**config.mk**
```make
export PLATFORM = sky130hd
export DESIGN_NAME = mc_controller_flat
export DESIGN_NICKNAME = d
export VERILOG_FILES = /design/src/rtl/mc_controller_if.sv /design/src/rtl/mc_controller.sv /design/src/flat_wrapper.sv
export SDC_FILE = /design/constraint.sdc
export NUM_CORES = 1
export LEC_CHECK = 0
export BUFFER_PORTS_ARGS = -buffer_cell sky130_fd_sc_hd__buf_2
export CAP_MARGIN = 5
export CORE_ASPECT_RATIO = 1.25
export CORE_MARGIN = 4
export CORE_UTILIZATION = 45
export DETAILED_ROUTE_END_ITERATION = 10
export PLACE_DENSITY = 0.84
export SLEW_MARGIN = 20
export SYNTH_ARGS = -nofsm -noshare
export SYNTH_HDL_FRONTEND = slang
export SYNTH_SLANG_ARGS = --single-unit
```
**constraint.sdc**
```tcl
create_clock -name clk -period 5.2 [get_ports clk]
set_input_delay 0 -clock clk [delete_from_list [all_inputs] [get_ports clk]]
set_output_delay 0 -clock clk [all_outputs]
set_load 0.05 [all_outputs]
```
**src/rtl/mc_controller_if.sv**
```systemverilog
// Control bundle between the multicycle ARM controller and its datapath.
//   Instr, ALUFlags : datapath -> controller (instruction register, ALU flags {N,Z,C,V})
//   PCWrite .. is_mul : controller -> datapath (selects and enables)
// master = controller side, slave = datapath side.
interface mc_controller_if;
    logic [31:0] Instr;
    logic [3:0]  ALUFlags;
    logic        PCWrite;
    logic        MemWrite;
    logic        RegWrite;
    logic        IRWrite;
    logic        AdrSrc;
    logic [1:0]  RegSrc;
    logic [1:0]  ALUSrcA;
    logic [1:0]  ALUSrcB;
    logic [1:0]  ResultSrc;
    logic [1:0]  ImmSrc;
    logic [3:0]  ALUControl;
    logic        is_mul;

    modport master (
        input  Instr, ALUFlags,
        output PCWrite, MemWrite, RegWrite, IRWrite, AdrSrc, RegSrc,
               ALUSrcA, ALUSrcB, ResultSrc, ImmSrc, ALUControl, is_mul
    );

    modport slave (
        output Instr, ALUFlags,
        input  PCWrite, MemWrite, RegWrite, IRWrite, AdrSrc, RegSrc,
               ALUSrcA, ALUSrcB, ResultSrc, ImmSrc, ALUControl, is_mul
    );
endinterface

```
**src/rtl/mc_controller.sv**
```systemverilog
// Multicycle ARM control unit: main FSM, instruction decoder, flags register
// and condition check. Drives every datapath select/enable combinationally
// from the current state and Instr.
//   clk   : system clock, rising edge
//   reset : asynchronous, active-low
//   bus   : mc_controller_if.master (Instr/ALUFlags in, controls out)
//
// state      | meaning
// -----------+------------------------------------------------
// FETCH      | read instruction at PC, IR <= mem, PC <= PC+4
// DECODE     | read registers, latch condition result
// MEMADR     | compute load/store address
// MEMREAD    | read data memory
// MEMWB      | write loaded data to register file
// MEMWRITE   | write data memory
// EXECUTER   | ALU / multiply with register operand
// EXECUTEI   | ALU with immediate operand
// ALUWB      | write ALU result (PC if Rd = R15)
// BRANCH     | PC <= PC+8+offset
// UNKNOWN    | unsupported instruction, no side effects
module mc_controller (
    input  logic             clk,
    input  logic             reset,
    mc_controller_if.master  bus
);
    typedef enum logic [3:0] {
        S_FETCH, S_DECODE, S_MEMADR, S_MEMREAD, S_MEMWB, S_MEMWRITE,
        S_EXECUTER, S_EXECUTEI, S_ALUWB, S_BRANCH, S_UNKNOWN
    } state_t;

    localparam logic [3:0] ALU_ADD   = 4'b0000;
    localparam logic [3:0] ALU_SUB   = 4'b0001;
    localparam logic [3:0] ALU_AND   = 4'b0010;
    localparam logic [3:0] ALU_ORR   = 4'b0011;
    localparam logic [3:0] ALU_MUL   = 4'b0100;
    localparam logic [3:0] ALU_UMULL = 4'b0101;
    localparam logic [3:0] ALU_SMULL = 4'b0110;

    state_t      state, next_state;
    logic [3:0]  flags;
    logic        cond_ex, cond_ex_r;

    logic [1:0]  op;
    logic        i_bit, s_bit, l_bit, mul_hit, is_cmp, dp_ok, rd_pc;
    logic [3:0]  alu_dec;

    logic        pc_w, mem_w, reg_w, ir_w, adr_src;
    logic [1:0]  alu_src_a, alu_src_b, result_src;
    logic [3:0]  alu_control;

    logic        unused_instr;

    assign op      = bus.Instr[27:26];
    assign i_bit   = bus.Instr[25];
    assign s_bit   = bus.Instr[20];
    assign l_bit   = bus.Instr[20];
    assign mul_hit = (bus.Instr[27:24] == 4'b0000) && (bus.Instr[7:4] == 4'b1001);
    assign is_cmp  = !mul_hit && (op == 2'b00) && (bus.Instr[24:21] == 4'b1010);
    assign rd_pc   = (bus.Instr[15:12] == 4'b1111);
    assign unused_instr = ^{bus.Instr[19:16], bus.Instr[11:8], bus.Instr[3:0]};

    // Multiply encodings share Op=00 with data-processing; multiply wins.
    always_comb begin
        dp_ok   = 1'b0;
        alu_dec = ALU_ADD;
        if (mul_hit) begin
            case (bus.Instr[23:21])
                3'b000:  begin dp_ok = 1'b1; alu_dec = ALU_MUL;   end
                3'b100:  begin dp_ok = 1'b1; alu_dec = ALU_UMULL; end
                3'b110:  begin dp_ok = 1'b1; alu_dec = ALU_SMULL; end
                default: begin dp_ok = 1'b0; alu_dec = ALU_ADD;   end
            endcase
        end else begin
            case (bus.Instr[24:21])
                4'b0100: begin dp_ok = 1'b1; alu_dec = ALU_ADD; end
                4'b0010: begin dp_ok = 1'b1; alu_dec = ALU_SUB; end
                4'b0000: begin dp_ok = 1'b1; alu_dec = ALU_AND; end
                4'b1100: begin dp_ok = 1'b1; alu_dec = ALU_ORR; end
                4'b1010: begin dp_ok = 1'b1; alu_dec = ALU_SUB; end
                default: begin dp_ok = 1'b0; alu_dec = ALU_ADD; end
            endcase
        end
    end

    // flags = {N,Z,C,V}
    always_comb begin
        cond_ex = 1'b0;
        case (bus.Instr[31:28])
            4'b0000: cond_ex = flags[2];
            4'b0001: cond_ex = !flags[2];
            4'b0010: cond_ex = flags[1];
            4'b0011: cond_ex = !flags[1];
            4'b0100: cond_ex = flags[3];
            4'b0101: cond_ex = !flags[3];
            4'b0110: cond_ex = flags[0];
            4'b0111: cond_ex = !flags[0];
            4'b1000: cond_ex = flags[1] && !flags[2];
            4'b1001: cond_ex = !flags[1] || flags[2];
            4'b1010: cond_ex = (flags[3] == flags[0]);
            4'b1011: cond_ex = (flags[3] != flags[0]);
            4'b1100: cond_ex = !flags[2] && (flags[3] == flags[0]);
            4'b1101: cond_ex = flags[2] || (flags[3] != flags[0]);
            4'b1110: cond_ex = 1'b1;
            default: cond_ex = 1'b0;
        endcase
    end

    always_ff @(posedge clk or negedge reset) begin
        if (!reset) begin
            state     <= S_FETCH;
            flags     <= 4'b0000;
            cond_ex_r <= 1'b0;
        end else begin
            state <= next_state;
            if (state == S_DECODE)
                cond_ex_r <= cond_ex;
            if ((state == S_EXECUTER || state == S_EXECUTEI) &&
                (s_bit || is_cmp) && cond_ex_r && !mul_hit)
                flags <= bus.ALUFlags;
        end
    end

    always_comb begin
        next_state  = S_FETCH;
        pc_w        = 1'b0;
        mem_w       = 1'b0;
        reg_w       = 1'b0;
        ir_w        = 1'b0;
        adr_src     = 1'b0;
        alu_src_a   = 2'b00;
        alu_src_b   = 2'b00;
        result_src  = 2'b00;
        alu_control = ALU_ADD;
        case (state)
            S_FETCH: begin
                ir_w = 1'b1; pc_w = 1'b1;
                alu_src_a = 2'b01; alu_src_b = 2'b10; result_src = 2'b10;
                next_state = S_DECODE;
            end
            S_DECODE: begin
                alu_src_a = 2'b01; alu_src_b = 2'b10; result_src = 2'b10;
                if (op == 2'b01)
                    next_state = S_MEMADR;
                else if (op == 2'b00 && dp_ok)
                    next_state = (mul_hit || !i_bit) ? S_EXECUTER : S_EXECUTEI;
                else if (op == 2'b10)
                    next_state = S_BRANCH;
                else
                    next_state = S_UNKNOWN;
            end
            S_MEMADR: begin
                alu_src_b = 2'b01;
                next_state = l_bit ? S_MEMREAD : S_MEMWRITE;
            end
            S_MEMREAD: begin
                adr_src = 1'b1;
                next_state = S_MEMWB;
            end
            S_MEMWB: begin
                result_src = 2'b01; reg_w = cond_ex_r;
            end
            S_MEMWRITE: begin
                adr_src = 1'b1; mem_w = cond_ex_r;
            end
            S_EXECUTER: begin
                alu_control = alu_dec;
                next_state = S_ALUWB;
            end
            S_EXECUTEI: begin
                alu_src_b = 2'b01; alu_control = alu_dec;
                next_state = S_ALUWB;
            end
            S_ALUWB: begin
                reg_w = cond_ex_r && !is_cmp;
                pc_w  = cond_ex_r && rd_pc && !mul_hit;
            end
            S_BRANCH: begin
                alu_src_b = 2'b01; result_src = 2'b10; pc_w = cond_ex_r;
            end
            default: next_state = S_FETCH;
        endcase
    end

    // Enables are gated by reset so nothing fires while reset is held,
    // even though the state register already reads FETCH.
    assign bus.PCWrite    = pc_w  && reset;
    assign bus.MemWrite   = mem_w && reset;
    assign bus.RegWrite   = reg_w && reset;
    assign bus.IRWrite    = ir_w  && reset;
    assign bus.AdrSrc     = adr_src;
    assign bus.RegSrc     = {(op == 2'b01) && !l_bit, (op == 2'b10)};
    assign bus.ALUSrcA    = alu_src_a;
    assign bus.ALUSrcB    = alu_src_b;
    assign bus.ResultSrc  = result_src;
    assign bus.ImmSrc     = op;
    assign bus.ALUControl = alu_control;
    assign bus.is_mul     = mul_hit;
endmodule
```
**src/flat_wrapper.sv**
```systemverilog
// flat-port wrapper written by rule: the top's interface ports become plain ports
module mc_controller_flat 
  (clk, reset, bus_Instr, bus_ALUFlags, bus_PCWrite, bus_MemWrite, bus_RegWrite, bus_IRWrite, bus_AdrSrc, bus_RegSrc, bus_ALUSrcA, bus_ALUSrcB, bus_ResultSrc, bus_ImmSrc, bus_ALUControl, bus_is_mul);
  mc_controller_if bus_i ();
  input  logic clk;
  input  logic reset;
  input wire logic [$bits(bus_i.Instr)-1:0] bus_Instr;
  input wire logic [$bits(bus_i.ALUFlags)-1:0] bus_ALUFlags;
  output wire logic [$bits(bus_i.PCWrite)-1:0] bus_PCWrite;
  output wire logic [$bits(bus_i.MemWrite)-1:0] bus_MemWrite;
  output wire logic [$bits(bus_i.RegWrite)-1:0] bus_RegWrite;
  output wire logic [$bits(bus_i.IRWrite)-1:0] bus_IRWrite;
  output wire logic [$bits(bus_i.AdrSrc)-1:0] bus_AdrSrc;
  output wire logic [$bits(bus_i.RegSrc)-1:0] bus_RegSrc;
  output wire logic [$bits(bus_i.ALUSrcA)-1:0] bus_ALUSrcA;
  output wire logic [$bits(bus_i.ALUSrcB)-1:0] bus_ALUSrcB;
  output wire logic [$bits(bus_i.ResultSrc)-1:0] bus_ResultSrc;
  output wire logic [$bits(bus_i.ImmSrc)-1:0] bus_ImmSrc;
  output wire logic [$bits(bus_i.ALUControl)-1:0] bus_ALUControl;
  output wire logic [$bits(bus_i.is_mul)-1:0] bus_is_mul;
  assign bus_i.Instr = bus_Instr;
  assign bus_i.ALUFlags = bus_ALUFlags;
  assign bus_PCWrite = bus_i.PCWrite;
  assign bus_MemWrite = bus_i.MemWrite;
  assign bus_RegWrite = bus_i.RegWrite;
  assign bus_IRWrite = bus_i.IRWrite;
  assign bus_AdrSrc = bus_i.AdrSrc;
  assign bus_RegSrc = bus_i.RegSrc;
  assign bus_ALUSrcA = bus_i.ALUSrcA;
  assign bus_ALUSrcB = bus_i.ALUSrcB;
  assign bus_ResultSrc = bus_i.ResultSrc;
  assign bus_ImmSrc = bus_i.ImmSrc;
  assign bus_ALUControl = bus_i.ALUControl;
  assign bus_is_mul = bus_i.is_mul;
  mc_controller u_core (.clk(clk), .reset(reset), .bus(bus_i));
endmodule
```
==> run summary, run 1 <==
Root Driver = clkbuf_4
Commonest cells post-synth = nor3_1 (13), dfrtp_1 (9), nand2_1 (9)
Post-Layout Cell Count = 172
RSZ-0062 raised after global routing = false
Syn Area/Cell = 8.18 um2
Int Pwr = 0.261 mW
DR vias = 978
Psw = 0.324 mW
register area share after synthesis = 24.8%
CTS buffer count = 3
Reg power frac = 25.9%
synth warn = 0
slowest stage delay, CP = 620 ps
Distinct cells, synth = 39
FF+latch count, synth = 9
FP Rows = 17
pre-CTS setup slack = 3330 ps
DR pass1 iterations = 4
Fin. Hold Viols = 0
switch share = 55.4%
PD cells = 503 nW/um2
fmax = 525 MHz
minimum clock period = 1900 ps
async set-reset flop share out of synthesis = 100%
Diodes inserted = 0
clock share of power = 9.6%
largest net degree at the start of global routing = 13
Final Max Slew Viols = 0
WL final = 2.35 mm
Hold-fix buffers, CTS = 5
Post-synth EDFFs = 0
chip height = 58.2 um
Worst Path Max Fanout = 10
drt drc = 0
post-detail-place hpwl = 1.84 mm
number of antenna violations at the first check in global routing = 0
Bufs on Longest Clock Path = 2
worst r2r src = u_core.state[3]$_DFF_PN0_
IO buf count = 43
max cap viols = 0
Finished Core Util = 62.7%
Synth area leader = dfrtp_1
grt total ovfl = 0
Post-Synthesis Cells = 111
WL/cell = 13.6 um
peak supply drop = 0.404 mV
Setup WS post-layout = 3300 ps
first-pass GRT wire length = 3.71 mm
post-cts resize count = 0
CP Capture Type = register
Initial DRC Count = 14
Die ar. = 2810 um2
GRT Overall Usage = 18.0%
Worst-Skew Late Latency = 270 ps
fin nets = 192
I/O pins = 58
top-count cell post-synth = nor3_1
Crit path buffers/inverters = 0
final setup fails = 0
Crit path max-delay family = simple AND/OR/NAND/NOR gates
Clk pin slew, worst setup/hold paths = 60 ps
Sum Neg Setup Slack = 0 ps
crit start category = register
outcome = complete, no violations
Comb power frac = 64.6%
fin crit share = 36.6%
Post-Syn Area = 908 um2
ANT nets after route = 0
Min Hold Slack = 77.1 ps
clock skew = 4.06 ps
top post-synthesis cells by area = dfrtp_1 (25%), nor3_1 (7.2%), mux2_4 (6.6%), xor2_1 (3.9%), nand2_1 (3.7%)
post-synth top area share = 24.8%
Crit. Startpoint = u_core.state[3]$_DFF_PN0_
Placed Area = 1080 um2
worst hold start = bus_Instr[29]
DIE WIDTH = 48.2 um
slowest CP cell = or4b_4
vias per inst = 5.69
share of cells above drive strength 1 = 34.6%
Sink Count = 9
design area = 1160 um2
Post-synth top flop = dfrtp_1
initial core utilization = 49.1%
Setup CP Type = reg2reg
P&R area growth vs syn = 27.8%
Tot Pwr = 0.584 mW
worst hold path class = in2reg
final RePlAce weighted congestion = 0.898
vias in the first global route = 888
CORE AREA = 1850 um2
# Post-CTS Setup Buffers = 0
CTS tree = built
P_leak = 0.582 nW
worst path cell trace = and2b_1, nand2_1, or4b_4, mux2_4
CP Data Arrival Time = 2050 ps
Worst Path Required = 5350 ps
Inst Count DP = 163
H-tree level count = 1
-- layout make-up --
class,instances,area (um2)
fill,168,689
multi-input combinational,88,606
timing repair buffer,48,265
sequential,9,225
clock buffer,4,26.3
tap,19,23.8
inverter,4,15.0
-- cells by family after synthesis --
| logic type | share of synthesized area (%) |
|---|---|
| XOR/XNOR | 6.75 |
| buffers and inverters | 8.95 |
| other | 0.413 |
| flip-flops | 24.8 |
| multiplexers | 8.82 |
| AND/OR/NAND/NOR | 35.8 |
| AO/OA/AOI/OAI | 14.5 |
-- flip-flops by register name, summed over array words and instances (netlist names) --
| register | cells |
|---|---|
| u_core.cond_ex_r | 1 |
| u_core.flags | 4 |
| u_core.state | 4 |
-- metal layers --
layer / global-route usage [%] / share of wire (%) / vias up / routed length [um]
li1: - / - / 487 / -
met1: 21.9 / 41 / 448 / 958
met2: 28.9 / 49 / 39 / 1150
met3: 5.90 / 8.4 / 4 / 198
met4: 5.77 / 1.7 / 0 / 40
met5: 0 / 0 / - / 0
-- power groups by stage --
| stage | registers [mW] | logic (mW) | clock network, mW |
|---|---|---|---|
| detailed placement | 0.152 | 0.375 | 0 |
| finish | 0.151 | 0.377 | 0.0560 |
| global route | 0.158 | 0.406 | 0.0627 |
| floorplan | 0.115 | 0.338 | 0 |
| global placement | 0.151 | 0.366 | 0 |
| CTS | 0.151 | 0.379 | 0.0575 |
-- cells in the final DEF (no fill, tap or decap), types with 2 or more instances in the layout --
cell type / instances
xor2_1: 4
and2_1: 2
o21ai_0: 4
clkbuf_4: 3
mux2i_1: 2
nor4b_1: 2
o22ai_1: 2
nand2b_1: 3
o31ai_1: 2
nand4_1: 2
inv_1: 3
buf_2: 43
xnor2_1: 3
nor3_1: 13
conb_1: 2
dlygate4sd3_1: 5
mux2_4: 4
nor2_1: 4
and2b_1: 4
a31oi_1: 4
a211oi_1: 2
dfrtp_1: 9
nor2b_1: 4
nand3b_1: 2
nand2_1: 9
nor3b_1: 3
-- worst paths after layout --
kind,end,slack (ps),cells past startpoint
min in group asynchronous,u_core.state[2]$_DFF_PN0_,120,2
max reg2reg,u_core.flags[3]$_DFFE_PN0P_,3300,4
max,u_core.flags[3]$_DFFE_PN0P_,3300,4
max in group asynchronous,u_core.flags[0]$_DFFE_PN0P_,4890,2
min,u_core.cond_ex_r$_DFFE_PN0P_,80,3
min reg2reg,u_core.flags[1]$_DFFE_PN0P_,560,1
-- worst reg2reg max path, stage by stage (launching register included) --
cell     delay, ps
dfrtp_1        470
and2b_1        250
nand2_1        120
or4b_4         620
mux2_4         320
(Power assumes the default switching activity.)
==> inputs of run 2 (changes only) <==
- CORE_UTILIZATION: 45 -> 38
- PLACE_DENSITY: 0.84 -> 0.76
- clock period: 5.2 -> 1.75 ns (I/O delays scaled with it)
==> run 2 against run 1 <==
  * Sequential power grew to 2.7 times the previous value
  * Global-route usage fell by 2.0 points
  * Sequential share of layout area decreased by 1.8 points
  * Die area increased by 16%
  * Via count up 2.5%
  * Combinational power rose to 3.5 times the previous value
  * Wire length grew 4.1%
  * Clock power grew to 2.7 times the previous value
  * Register-to-register slack got worse by 3200 ps
  * First-iteration DRC count did not move
  * Clock skew rose by 0.91 ps
  * Fmax increased by 15%
==> run summary, run 2 (synthesized netlist as in run 1, its figures left out) <==
outcome = complete, no violations
top flop regs = u_core.flags (4), u_core.state (4), u_core.cond_ex_r (1)
Bufs on Longest Clock Path = 2 (unchanged)
vias per inst = 5.30 (-6.8%)
max cap viols = 0 (unchanged)
I/O pins = 58 (unchanged)
Worst-Skew Late Latency = 250 ps (-20 ps)
CTS buffer count = 3 (unchanged)
Worst Path Required = 1890 ps (-3460 ps)
CORE AREA = 2230 um2 (+21%)
# Post-CTS Setup Buffers = 0 (unchanged)
Final Max Slew Viols = 0 (unchanged)
PD cells = 1470 nW/um2 (+190%)
crit start category = register
minimum clock period = 1650 ps (-254 ps)
chip height = 62.7 um (+7.6%)
final RePlAce weighted congestion = 0.798 (-11%)
WL/cell = 12.9 um (-5.2%)
CTS tree = built
initial core utilization = 40.6% (-8.4 points)
CP Capture Type = register
fin crit share = 94.3% (+58 points)
Clk pin slew, worst setup/hold paths = 60 ps (about the same)
peak supply drop = 1.40 mV (+250%)
clock skew = 4.97 ps (+0.906 ps)
Crit. Startpoint = u_core.state[3]$_DFF_PN0_
ANT nets after route = 0 (unchanged)
worst hold path class = in2reg
worst path cell trace = and2b_1, nand2_2, or4b_4, mux2_4
worst r2r src = u_core.state[3]$_DFF_PN0_
Setup CP Type = reg2reg
Sum Neg Setup Slack = 0 ps (unchanged)
fmax = 606 MHz (+15%)
RR Endpoint = u_core.flags[0]$_DFFE_PN0P_
final setup fails = 0 (unchanged)
drt drc = 0 (unchanged)
vias in the first global route = 964 (+8.6%)
P&R area growth vs syn = 40.6%
share of cells above drive strength 1 = 43.7% (+9.0 points)
GRT Overall Usage = 16.0% (-2.0 points)
Sink Count = 9 (unchanged)
DR pass1 iterations = 4 (unchanged)
DR vias = 1002 (+2.5%)
Die ar. = 3240 um2 (+16%)
RSZ-0062 raised after global routing = false
grt total ovfl = 0 (unchanged)
Root Driver = clkbuf_4
IO buf count = 43 (unchanged)
WL final = 2.44 mm (+4.1%)
P_leak = 0.617 nW (+6.1%)
number of antenna violations at the first check in global routing = 0 (unchanged)
Setup crit end = u_core.flags[0]$_DFFE_PN0P_
Tot Pwr = 1.88 mW (+220%)
DIE WIDTH = 51.7 um (+7.4%)
Worst Path Max Fanout = 4 (-6)
Filler cells = 228 (+36%)
post-detail-place hpwl = 1.98 mm (+7.8%)
r2r setup slk = 100 ps (-3200 ps)
slowest stage delay, CP = 540 ps (-80 ps)
CP Data Arrival Time = 1790 ps (-260 ps)
most frequent cells in the layout = buf_2 (42), nor3_1 (9), dfrtp_1 (9), nand2_1 (8), buf_4 (6)
first-pass GRT wire length = 4.17 mm (+12%)
slowest CP cell = or4b_4
Fin. Hold Viols = 0 (unchanged)
FP Rows = 19 (+2)
largest net degree at the start of global routing = 12 (-1)
Register-to-Register Path Depth = 4 (unchanged)
fin nets = 197 (+2.6%)
commonest non-fill, non-tap cell in the layout = buf_2
Diodes inserted = 0 (unchanged)
Initial DRC Count = 14 (unchanged)
H-tree level count = 1 (unchanged)
-- run 2: metrics by stage --
stage	worst slack, ps	cells	utilization [%]	area (um2)	hold slack (ps)
finish	99.3	189	57.2	1280	98.8
detailed placement	115	180	53.5	1200	-131
global placement	124	180	53.5	1200	-133
floorplan	-10.2	112	-	977	-296
CTS	89.4	189	56.9	1270	100
global route	18.7	189	57.2	1280	117
-- run 2: where the power goes --
| group | internal, mW | switching [mW] | total, mW |
|---|---|---|---|
| registers | 0.297 | 0.106 | 0.402 |
| logic | 0.463 | 0.864 | 1.33 |
| clock network | 0.0874 | 0.0658 | 0.153 |
| total | 0.847 | 1.04 | 1.88 |
-- run 2: cell type report --
class | count | area (um2) | share of cell area [%]
repair buffers | 53 | 305 | 23.9
multi-input cells | 88 | 667 | 52.2
well taps | 31 | 38.8 | 3.04
clock buffers | 4 | 26.3 | 2.06
flip-flops and latches | 9 | 225 | 17.6
inverters | 4 | 15.0 | 1.18
-- run 2: worst min-delay path by stage --
stage,startpoint,to,slack (ps),cells past startpoint
2_1_floorplan,reset,u_core.cond_ex_r$_DFFE_PN0P_,-300,0
3_3_place_gp,reset,u_core.flags[2]$_DFFE_PN0P_,-130,1
3_5_place_dp,reset,u_core.flags[2]$_DFFE_PN0P_,-130,1
4_1_cts,bus_Instr[29],u_core.cond_ex_r$_DFFE_PN0P_,100,3
5_1_grt,bus_Instr[29],u_core.cond_ex_r$_DFFE_PN0P_,120,3
6_report,bus_Instr[29],u_core.cond_ex_r$_DFFE_PN0P_,100,3
-- run 2: layer usage --
| layer | share of wire, % | routed length [um] | global-route usage (%) |
|---|---|---|---|
| met5 | 0 | 0 | 0 |
| met4 | 0 | 0 | 2.62 |
| met3 | 6.4 | 157 | 4.30 |
| met2 | 55 | 1350 | 29.1 |
| met1 | 38 | 937 | 18.4 |
-- run 2: critical path: cells and delay by family, from the launching register on --
| family | cells | cell delay, ps |
|---|---|---|
| simple gates | 3 | 840 |
| flops | 1 | 370 |
| mux | 1 | 320 |
-- run 2: repair_timing --
action | in CTS | in global routing
resized for setup | 0 | 3
hold buffers | 5 | 0
hold endpoints to repair | 13 | 0
endpoints found under the setup margin | 0 | 2
